<file path="src/rtl/arm_inst_encoder.sv">
// Symbolic instruction request -> 32-bit ARM word encoder with a small output FIFO.
// Each buffered word carries the instruction-memory word address it was assigned on entry.
module arm_inst_encoder #(
    parameter int         DEPTH  = 2,
    parameter int         ADDR_W = 8,
    parameter logic [3:0] COND   = 4'b1110
) (
    input  logic                     clk,
    input  logic                     reset,
    input  logic                     flush,
    input  logic                     in_valid,
    output logic                     in_ready,
    input  logic [2:0]               op_sel,
    input  logic [3:0]               rd,
    input  logic [3:0]               rn,
    input  logic [3:0]               rm,
    input  logic [4:0]               shamt,
    input  logic [1:0]               sh,
    input  logic [11:0]              imm12,
    output logic                     out_valid,
    input  logic                     out_ready,
    output logic [31:0]              out_inst,
    output logic [ADDR_W-1:0]        out_addr,
    output logic [$clog2(DEPTH):0]   count
);

    localparam int PTR_W = $clog2(DEPTH);
    localparam int CNT_W = PTR_W + 1;

    localparam logic [2:0] OP_ADD = 3'd0;
    localparam logic [2:0] OP_SUB = 3'd1;
    localparam logic [2:0] OP_AND = 3'd2;
    localparam logic [2:0] OP_ORR = 3'd3;
    localparam logic [2:0] OP_CMP = 3'd4;
    localparam logic [2:0] OP_MOV = 3'd5;
    localparam logic [2:0] OP_LDR = 3'd6;
    localparam logic [2:0] OP_STR = 3'd7;

    // Word layout matches the core's decoder: I=0 always, memory ops use
    // pre-indexed positive immediate offsets with no writeback.
    function automatic logic [31:0] encode(
        input logic [2:0]  op,
        input logic [3:0]  f_rd,
        input logic [3:0]  f_rn,
        input logic [3:0]  f_rm,
        input logic [4:0]  f_shamt,
        input logic [1:0]  f_sh,
        input logic [11:0] f_imm
    );
        logic [3:0]  cmd;
        logic        s_bit;
        logic [3:0]  rn_f;
        logic [3:0]  rd_f;
        logic [31:0] word;
        cmd   = 4'b0000;
        s_bit = 1'b0;
        rn_f  = f_rn;
        rd_f  = f_rd;
        case (op)
            OP_ADD:  cmd = 4'b0100;
            OP_SUB:  cmd = 4'b0010;
            OP_AND:  cmd = 4'b0000;
            OP_ORR:  cmd = 4'b1100;
            OP_CMP: begin
                cmd   = 4'b1010;
                s_bit = 1'b1;
                rd_f  = 4'd0;
            end
            OP_MOV: begin
                cmd  = 4'b1101;
                rn_f = 4'd0;
            end
            default: cmd = 4'b0000;
        endcase
        if (op == OP_LDR || op == OP_STR) begin
            word = {COND, 2'b01, 1'b0, 1'b1, 1'b1, 1'b0, 1'b0,
                    (op == OP_LDR), f_rn, f_rd, f_imm};
        end else begin
            word = {COND, 2'b00, 1'b0, cmd, s_bit, rn_f, rd_f,
                    f_shamt, f_sh, 1'b0, f_rm};
        end
        return word;
    endfunction

    logic [31:0]       fifo_inst [DEPTH];
    logic [ADDR_W-1:0] fifo_addr [DEPTH];
    logic [PTR_W-1:0]  wr_ptr;
    logic [PTR_W-1:0]  rd_ptr;
    logic [ADDR_W-1:0] wr_addr;
    logic [31:0]       last_inst;
    logic [ADDR_W-1:0] last_addr;
    logic [31:0]       wdata;
    logic              push;
    logic              pop;

    assign wdata     = encode(op_sel, rd, rn, rm, shamt, sh, imm12);
    assign in_ready  = (count < CNT_W'(DEPTH));
    assign out_valid = (count != '0);
    assign push      = in_valid & in_ready & ~flush;
    assign pop       = out_valid & out_ready & ~flush;

    // When empty the outputs fall back to the most recently popped word.
    assign out_inst  = out_valid ? fifo_inst[rd_ptr] : last_inst;
    assign out_addr  = out_valid ? fifo_addr[rd_ptr] : last_addr;

    // Encode/write stage: storage needs no reset, occupancy tracking guards reads.
    always_ff @(posedge clk) begin
        if (push) begin
            fifo_inst[wr_ptr] <= wdata;
            fifo_addr[wr_ptr] <= wr_addr;
        end
    end

    always_ff @(posedge clk or posedge reset) begin
        if (reset) begin
            wr_ptr    <= '0;
            rd_ptr    <= '0;
            count     <= '0;
            wr_addr   <= '0;
            last_inst <= '0;
            last_addr <= '0;
        end else if (flush) begin
            wr_ptr  <= '0;
            rd_ptr  <= '0;
            count   <= '0;
            wr_addr <= '0;
        end else begin
            if (push) begin
                wr_ptr  <= wr_ptr + 1'b1;
                wr_addr <= wr_addr + 1'b1;
            end
            if (pop) begin
                last_inst <= fifo_inst[rd_ptr];
                last_addr <= fifo_addr[rd_ptr];
                rd_ptr    <= rd_ptr + 1'b1;
            end
            case ({push, pop})
                2'b10:   count <= count + 1'b1;
                2'b01:   count <= count - 1'b1;
                default: count <= count;
            endcase
        end
    end

endmodule

</file>
<file path="config.mk">
export PLATFORM = sky130hd
export DESIGN_NAME = arm_inst_encoder
export DESIGN_NICKNAME = d
export VERILOG_FILES = /design/src/rtl/arm_inst_encoder.sv
export SDC_FILE = /design/constraint.sdc
export NUM_CORES = 1
export LEC_CHECK = 0
export ABC_CLOCK_PERIOD_IN_PS = 5000
export CAP_MARGIN = 10
export CORE_MARGIN = 10
export CORE_UTILIZATION = 50
export CTS_CLUSTER_DIAMETER = 30
export DETAILED_ROUTE_END_ITERATION = 8
export PLACE_DENSITY = 0.84
export SYNTH_ARGS = -nofsm -noshare
export SYNTH_HDL_FRONTEND = slang
export SYNTH_SLANG_ARGS = --single-unit
</file>
<file path="constraint.sdc">
create_clock -name clk -period 5 [get_ports clk]
set_input_delay 0.75 -clock clk [delete_from_list [all_inputs] [get_ports clk]]
set_output_delay 0.75 -clock clk [all_outputs]
set_load 0.02 [all_outputs]
</file>
==> results of run 1 <==
-- logic make-up after synthesis --
kind of cell | synth area share
compound gates | 0.0604
xor+xnor | 0.0103
fa+ha+maj | 0.00244
buf+inv | 0.0362
flops | 0.629
mux | 0.198
other cells | 0.000733
simple gates | 0.0631
-- layer usage --
layer / global-route usage / up-vias
li1: - / 1467
met1: 0.171 / 1610
met2: 0.261 / 115
met3: 0.0633 / 11
met4: 0.0581 / 0
met5: 0 / -
-- flip-flops by register name, summed over array words and instances (netlist names) --
register   count
rd_ptr         1
last_inst     27
wr_ptr         1
fifo_inst     52
fifo_addr     16
wr_addr        8
count          2
last_addr      8
-- report_power, final --
part / internal [mW] / leakage, nW / switching [mW]
combinational: 0.331 / 0.928 / 0.301
sequential: 1.13 / 1.22 / 0.0670
clock: 0.826 / 0.299 / 0.395
total: 2.28 / 2.44 / 0.763
-- per-stage QoR --
stage	utilization	power, mW
after floorplan	-	1.58
after global placement	0.606	1.82
after detailed placement	0.606	1.84
after CTS	0.667	3.07
after global routing	0.667	3.17
final	0.667	3.05
-- worst min-delay path by stage --
stage | startpoint | endpoint | slack (ns)
final | last_inst[4] | last_inst[4] | 0.49
after global routing | last_inst[30] | last_inst[30] | 0.50
after CTS | last_inst[4] | last_inst[4] | 0.49
after detailed placement | last_inst[30] | last_inst[30] | 0.47
after global placement | last_inst[30] | last_inst[30] | 0.46
after floorplan | last_inst[30] | last_inst[30] | 0.43
-- cells in the final DEF, fill, tap and decap left out, drive strengths merged, types with 7 or more instances in the layout --
cell and n:
clkdlybuf4s50 79, mux2 78, edfxtp 68, dfrtp 47
nor2 20, clkbuf 20, a21oi 18, o21ai 16
o31ai 14, mux2i 12, nor2b 10, buf 7
clkinv 7
-- Yosys cell counts (all sizes together) --
cell type / instances
clkbuf: 7
a31oi: 1
nand4: 2
xor2: 1
buf: 18
nor2b: 10
nand4b: 1
or3: 3
nand2: 6
nand3: 2
and2: 4
nor3: 1
and3: 1
edfxtp: 68
mux2i: 12
conb: 1
o31ai: 14
or4: 2
o21ai: 16
dfrtp: 47
inv: 4
a21oi: 18
nor3b: 1
a21o: 2
mux2: 78
ha: 1
xnor2: 5
nor2: 20
nand3b: 3
nand2b: 2
or2: 2
-- cell type report --
type                       instances  area, um2
fill                             638       3280
clock buffer                      20        445
multi-input combinational        211       1730
clock inverter                    12        160
timing repair buffer              86        843
tap                              133        166
sequential                       115       3220
inverter                           4       15.0
==> out/metrics.yaml, run 1 <==
timing:
  fmax_ghz: 0.270
  post-route-period-util: 0.740
  final_hold_viol_count: 0
  max_slew_margin: 0.292
  setup_tns_ns: 0
  clock_skew_ns: 0.00611
  worst_slew_pin_slew_ns: 1.06
  rsz_0062_raised_after_global_routing: "no"
  setup_viol: 0
  final_max_slew_viol_count: 0
  final.min_clock_period_ns: 3.70
  worst_slack_ns: 1.30
  worst_hold_slack_ns: 0.493
cts:
  tritoncts: "built"
  numCtsBuffers: 17
  clock_sinks: 115
  max-clock-path-buffers: 2
  clock_network_latency_to_the_later_pin_of_the_worst_skew_pair_ns: 0.51
  cts_setup_buffers: 0
  quantity_of_gates_resized_following_cts: 0
  clk_pin_slew_worst_paths_ns: 0.06
  cts_htree_levels: 4
  cts_root_buffer: "clkbuf_8"
  cts_hold_repair.buffers: 0
routing:
  ant_nets: 0
  met3_length_um: 742
  highest-signal-layer: "met4"
  wire_length_on_met2_um: 5680
  drt-vias-per-instance: 5.51
  first_pass_iters: 4
  vias: 3203
  met1Wirelength_um: 4580
  drt-total-wl_um: 11100
  routed_wire_length_per_instance_um: 19.1
  first_iter_violations: 189
  drc: 0
placed_design:
  number_of_placed_instances_taps_included: 549
  worst_case_setup_slack_after_placement_ns: 1.85
  detailed_place_hpwl_um: 7010
  place_area_mm2: 0.00598
  buffer_ports.inserted: 79
  gp_congestion: 0.744
die:
  fp.dieW_um: 121
  initial_utilization: 0.519
  row_count: 36
  die-area_mm2: 0.0147
  floorplan.core_area_mm2: 0.00986
  ioPinCount: 83
  die_h_um: 121
worst_setup_path:
  worst_ep_arrival_time_ns: 2.95
  critical_path.reg2reg.endpoint: "last_inst[23]"
  timing.rr.start: "count[1]"
  startpoint: "count[1]"
  r2r_setup_slack_ns: 2.87
  timing.critical_path.cells: "or2_2, nor2_1, a21oi_1, clkdlybuf4s50_1"
  worst-r2r-cell-count: 4
  critPathRequiredTime_ns: 4.25
  crit_path_end: "out_inst[0]"
  cpMaxStageDelayCell: "or2_2"
  worst_path_largest_cell_delay_ns: 0.89
  critPathCaptureType: "output pin"
  crit_path_max_fanout: 47
  critPathBufInv: 1
  path_depth: 4
  crit_path_start_kind: "flip-flop"
  crit_family: "simple AND/OR/NAND/NOR gates"
  worst-setup-path-type: "flip-flop to output pin"
layout:
  area_growth_from_synthesis_to_layout_pct: 28.6
  number_of_nets_in_the_finished_design: 475
  final_cell_area_mm2: 0.00658
  drive_gt1_frac: 0.277
  final-instance-count-excl-fill: 581
  antenna_cells_inserted: 0
synth:
  synth_cells: 353
  yosysSeqAreaShare: 0.629
  synth_area_mm2: 0.00512
  synthDominantAreaCellType: "edfxtp_1"
  postSynthRegisterBits: 115
  synth.avg_cell_area_um2: 14.5
  yosysWarningCount: 0
  synth.top_cell.area_share: 0.399
  netlist_cell_types: 41
  netlist_top_cells_area: "edfxtp_1, dfrtp_1, mux2_2"
global_routing:
  grt_first_pass_wirelength_um: 17600
  global_route.overflow_total: 0
  largest_net_degree_at_the_start_of_global_routing: 48
  global_route_total_usage_across_every_layer: 0.155
  grt_pass1_vias: 3436
  initial_antenna_violation_count: 0
job:
  max-cap-violations: 0
pwr:
  pwr_density_cell_mw_per_mm2: 463
  power.leakage_nw: 2.44
  vdd.ir_drop.worst_v: 0.000233
min_path:
  timing.hold.worst.class: "flip-flop to flip-flop"
  worstHoldPathCells: 1
status:
  outcome: "finished, final reports clean"
Power figures use the tool's default switching activity.
==> run 2: changes to the inputs <==
- ABC_CLOCK_PERIOD_IN_PS: 5000 -> 3300
- CORE_UTILIZATION: 50 -> 48
- PLACE_DENSITY: 0.84 -> 0.85
- clock period: 5 -> 3.3 ns (I/O delays scaled with it)
==> out/metrics.yaml, run 2 (synthesized netlist as in run 1, its figures left out) <==
status:
  outcome: "finished, final reports clean"
die:
  ioPinCount: 83
  fp.dieW_um: 123
  floorplan.core_area_mm2: 0.0104
  die_h_um: 123
  row_count: 37
  die-area_mm2: 0.0152
  initial_utilization: 0.493
global_routing:
  global_route.overflow_total: 0
  global_route_total_usage_across_every_layer: 0.153
  initial_antenna_violation_count: 0
  grt_pass1_vias: 3500
  grt_first_pass_wirelength_um: 17800
  largest_net_degree_at_the_start_of_global_routing: 48
placed_design:
  detailed_place_hpwl_um: 7250
  gp_congestion: 0.770
  buffer_ports.inserted: 79
worst_setup_path:
  critPathCaptureType: "output pin"
  worst_ep_arrival_time_ns: 2.57
  critPathRequiredTime_ns: 2.80
  crit_path_max_fanout: 26
  worst-setup-path-type: "flip-flop to output pin"
  crit_path_start_kind: "flip-flop"
layout:
  n_fill_cell: 741
  area_growth_from_synthesis_to_layout_pct: 27.5
  postLayoutCoreUtil: 0.629
  max_ffs_per_register: 52
  number_of_nets_in_the_finished_design: 476
  top_library_cells_by_usage_in_the_layout_fill_and_taps_aside: "clkdlybuf4s50_1, mux2_2, edfxtp_1, dfrtp_1, nor2_1"
  top_register: "fifo_inst"
  register_area_mm2: 0.00322
  multiInputGateArea_mm2: 0.00174
  reg.largest.list: "fifo_inst x52, last_inst x27, fifo_addr x16"
  most_common_cell_after_layout_fill_and_taps_aside: "clkdlybuf4s50_1"
  antenna_cells_inserted: 0
  drive_gt1_frac: 0.269
cts:
  max-clock-path-buffers: 2
  tritoncts: "built"
  quantity_of_gates_resized_following_cts: 0
  cts_root_buffer: "clkbuf_8"
  clock_network_latency_to_the_later_pin_of_the_worst_skew_pair_ns: 0.50
  clk_pin_slew_worst_paths_ns: 0.05
  cts_hold_repair.buffers: 0
  clock_sinks: 115
  numCtsBuffers: 17
  cts_setup_buffers: 0
  cts_htree_levels: 4
min_path:
  timing.hold.worst.class: "flip-flop to flip-flop"
routing:
  wire_length_on_met2_um: 5870
  highest-signal-layer: "met4"
  met1Wirelength_um: 4420
  vias: 3130
  drt-total-wl_um: 11200
  first_pass_iters: 4
  drt-vias-per-instance: 5.35
  drc: 0
  routed_wire_length_per_instance_um: 19.2
  met3_length_um: 796
  ant_nets: 0
  first_iter_violations: 232
timing:
  final_max_slew_viol_count: 0
  rsz_0062_raised_after_global_routing: "no"
  fmax_ghz: 0.327
  final_hold_viol_count: 0
  worst_slew_pin_slew_ns: 1.06
  final.min_clock_period_ns: 3.06
  clock_skew_ns: 0.00590
  setup_viol: 0
  setup_tns_ns: 0
  post-route-period-util: 0.928
  max_slew_margin: 0.290
pwr:
  vdd.ir_drop.worst_v: 0.000357
  pwr_density_cell_mw_per_mm2: 662
  power.leakage_nw: 2.41
job:
  max-cap-violations: 0
-- run 2: changes by cell type in the layout (fill, tap and decap cells not counted), sizes merged --
cell / before / now
clkinv: 7 / 5
buf: 7 / 8
bufinv: 4 / 0
clkbuf: 20 / 26
-- run 2: final timing paths --
check                                    from            end  slack [ns]  cells after the start
max in group asynchronous               reset         rd_ptr        1.95                      2
min in group asynchronous               reset  last_inst[19]        0.61                      2
worst min-delay path            last_inst[30]  last_inst[30]        0.47                      1
worst max register to register       count[1]   last_inst[4]        1.25                      4
worst max-delay path                   rd_ptr    out_inst[3]        0.24                      4
worst min register to register  last_inst[30]  last_inst[30]        0.47                      1
-- run 2: through the flow --
step           cells  hold slack [ns]  setup WS [ns]  instance area [um2]  power, mW
2_1_floorplan    355            0.433          0.584                 5130       2.40
3_3_place_gp     553            0.449          0.764                 6020       2.76
3_5_place_dp     553            0.461          0.715                 6020       2.81
4_1_cts          585            0.473          0.180                 6530       4.36
5_1_grt          585            0.482          0.103                 6530       4.51
6_report         585            0.468          0.239                 6530       4.32
-- run 2: per-layer routing --
metal,vias up,global-route usage
met4,0,0.0655
met5,-,0
met3,8,0.0602
met2,115,0.255
li1,1465,-
met1,1542,0.172
-- run 2: worst max-delay path: stages, from the launching register on --
cell and delay [ns]:
dfrtp_2 0.76, buf_4 0.33, mux2i_1 0.30, a21oi_1 0.10, clkdlybuf4s50_1 0.56
-- run 2: layout make-up --
cell class                      count  share of cell area
Sequential cell                   115               0.493
Tap cell                          136              0.0261
Clock inverter                      6             0.00499
Clock buffer                       26              0.0717
Inverter                            4             0.00230
Multi-Input combinational cell    211               0.267
Timing Repair Buffer               87               0.134
-- run 2: power breakdown --
group          switching (mW)  internal (mW)
Sequential             0.0940           1.71
Combinational           0.470          0.509
Clock                   0.583          0.953
Total                    1.15           3.17
==> patch, RTL diff (flow settings as in run 1) <==
`ADDR_W`: 8 -> 9.
--- a/src/rtl/arm_inst_encoder.sv
+++ b/src/rtl/arm_inst_encoder.sv
@@ -3,5 +3,5 @@
 module arm_inst_encoder #(
     parameter int         DEPTH  = 2,
-    parameter int         ADDR_W = 8,
+    parameter int         ADDR_W = 9,
     parameter logic [3:0] COND   = 4'b1110
 ) (
Interface: changed (resized out_addr); port bits go from 83 to 84. No check against the original RTL was run, so the function may have changed too.
==> patch against run 1 <==
Count of clock-buffer cells in the layout decreased by 3. Register-to-register slack got worse by 0.14 ns. Sequential cell count increased by 4. Routed wire length decreased by 2.4%. Area after synthesis increased by 3.1%. Power decreased by 1.3%. Setup slack improved by 0.071 ns. Combinational power increased by 0.6%. Design area increased by 1.7%. Synthesized cell count increased by 1.7%. Sequential power increased by 3%. Clock power decreased by 7%. Cell count increased by 1.2%. Largest power group is now sequential cells.
==> patch: results (changes against run 1) <==
metric;value;unit;change
Synth cell types;36;;-12%
Static Leak;0.00251;uW;+2.5%
status;finished clean;;
Switching Share;0.265;;+0.0144
Synth Area in Compound Gates;0.0590;;-0.00136
Worst EP arrival;2.88;ns;-0.07 ns
Port Buf Inserts;80;;+1.3%
dpl hpwl;7040;um;+0.42%
RePlAce Congestion;0.763;;+2.4%
largest net degree at the start of global routing;50;;+4.2%
Final Skew;0.00674;ns;+0.000629 ns
vias in the first global route;3358;;-2.3%
DRT Pass-1 Iters;5;;+1
GRT Util Overall;0.145;;-0.00950
worst vdd ir;0.249;mV;+6.9%
layout cell share with drive strength beyond 1;0.285;;+0.00861
total length of routed wires;10900;um;-2.4%
mux share of post-synthesis cell area;0.202;;+0.00371
vias;3150;;-1.7%
CTS resizes;0;;unchanged
EDFF count, synth;70;;+2.9%
CP peak stage delay;0.87;ns;-0.02 ns
XOR/XNOR share of the synthesized area;0.00830;;-0.00197
first-pass GRT wire length;17100;um;-2.7%
initial drt markers;226;;+20%
top flop regs;fifo_inst x52, last_inst x27, fifo_addr x18;;
Post-Synth Adder-Cell Area;0.00237;;-0.0000742
top post-synthesis cells by count;mux2_2 (83), edfxtp_1 (70), dfrtp_1 (49);;
Worst-Margin Slew;1.03;ns;-0.0303 ns
ys async rst share;0.412;;+0.00307
Final #Nets;479;;+0.84%
## patch: worst paths after layout
check / start / cells past startpoint / end / slack, ns
min in group asynchronous: reset / 3 / last_inst[20] / 0.77
max in group asynchronous: reset / 3 / rd_ptr / 3.74
max: count[1] / 3 / out_inst[19] / 1.37
max reg2reg: count[1] / 3 / fifo_inst[1][1] / 2.73
min reg2reg: last_inst[30] / 1 / last_inst[30] / 0.47
min: last_inst[30] / 1 / last_inst[30] / 0.47
## patch: routing by layer
layer,vias to the layer above,global-route usage,part of all wire
li1,1483,-,-
met1,1565,0.170,0.41
met2,95,0.250,0.53
met3,7,0.0409,0.056
met4,0,0.0493,0.0072
met5,-,0,0
## patch: cell families (layout without fill, tap and decap cells)
logic type | Yosys count | in the layout
simple gates | 54 | 54
flops | 119 | 119
xor+xnor | 5 | 5
mux | 96 | 96
other cells | 1 | 3
buf+inv | 31 | 122
compound gates | 52 | 52
fa+ha+maj | 1 | 1
## patch: layout make-up
class | count | area share
sequential | 119 | 0.497
multi-input combinational | 211 | 0.265
timing repair buffer | 84 | 0.124
clock buffer | 17 | 0.0619
tap | 136 | 0.0254
clock inverter | 15 | 0.0230
inverter | 6 | 0.00336
## patch: power by group through the flow
stage                     Clock (uW)  Combinational (uW)  Sequential, uW
after floorplan                    0                 409            1220
after global placement             0                 626            1250
after detailed placement           0                 642            1250
after CTS                       1160                 648            1230
after global routing            1210                 683            1250
final                           1140                 636            1230
## patch: stage by stage
step                instances  area (um^2)  worst slack [ns]  utilization  hold slack, ns
floorplan                 361         5290             0.775            -           0.432
global placement          556         6130              1.94        0.593           0.449
detailed placement        556         6130              1.88        0.593           0.451
CTS                       588         6690              1.34        0.648           0.465
global route              588         6690              1.20        0.648           0.500
finish                    588         6690              1.37        0.648           0.466
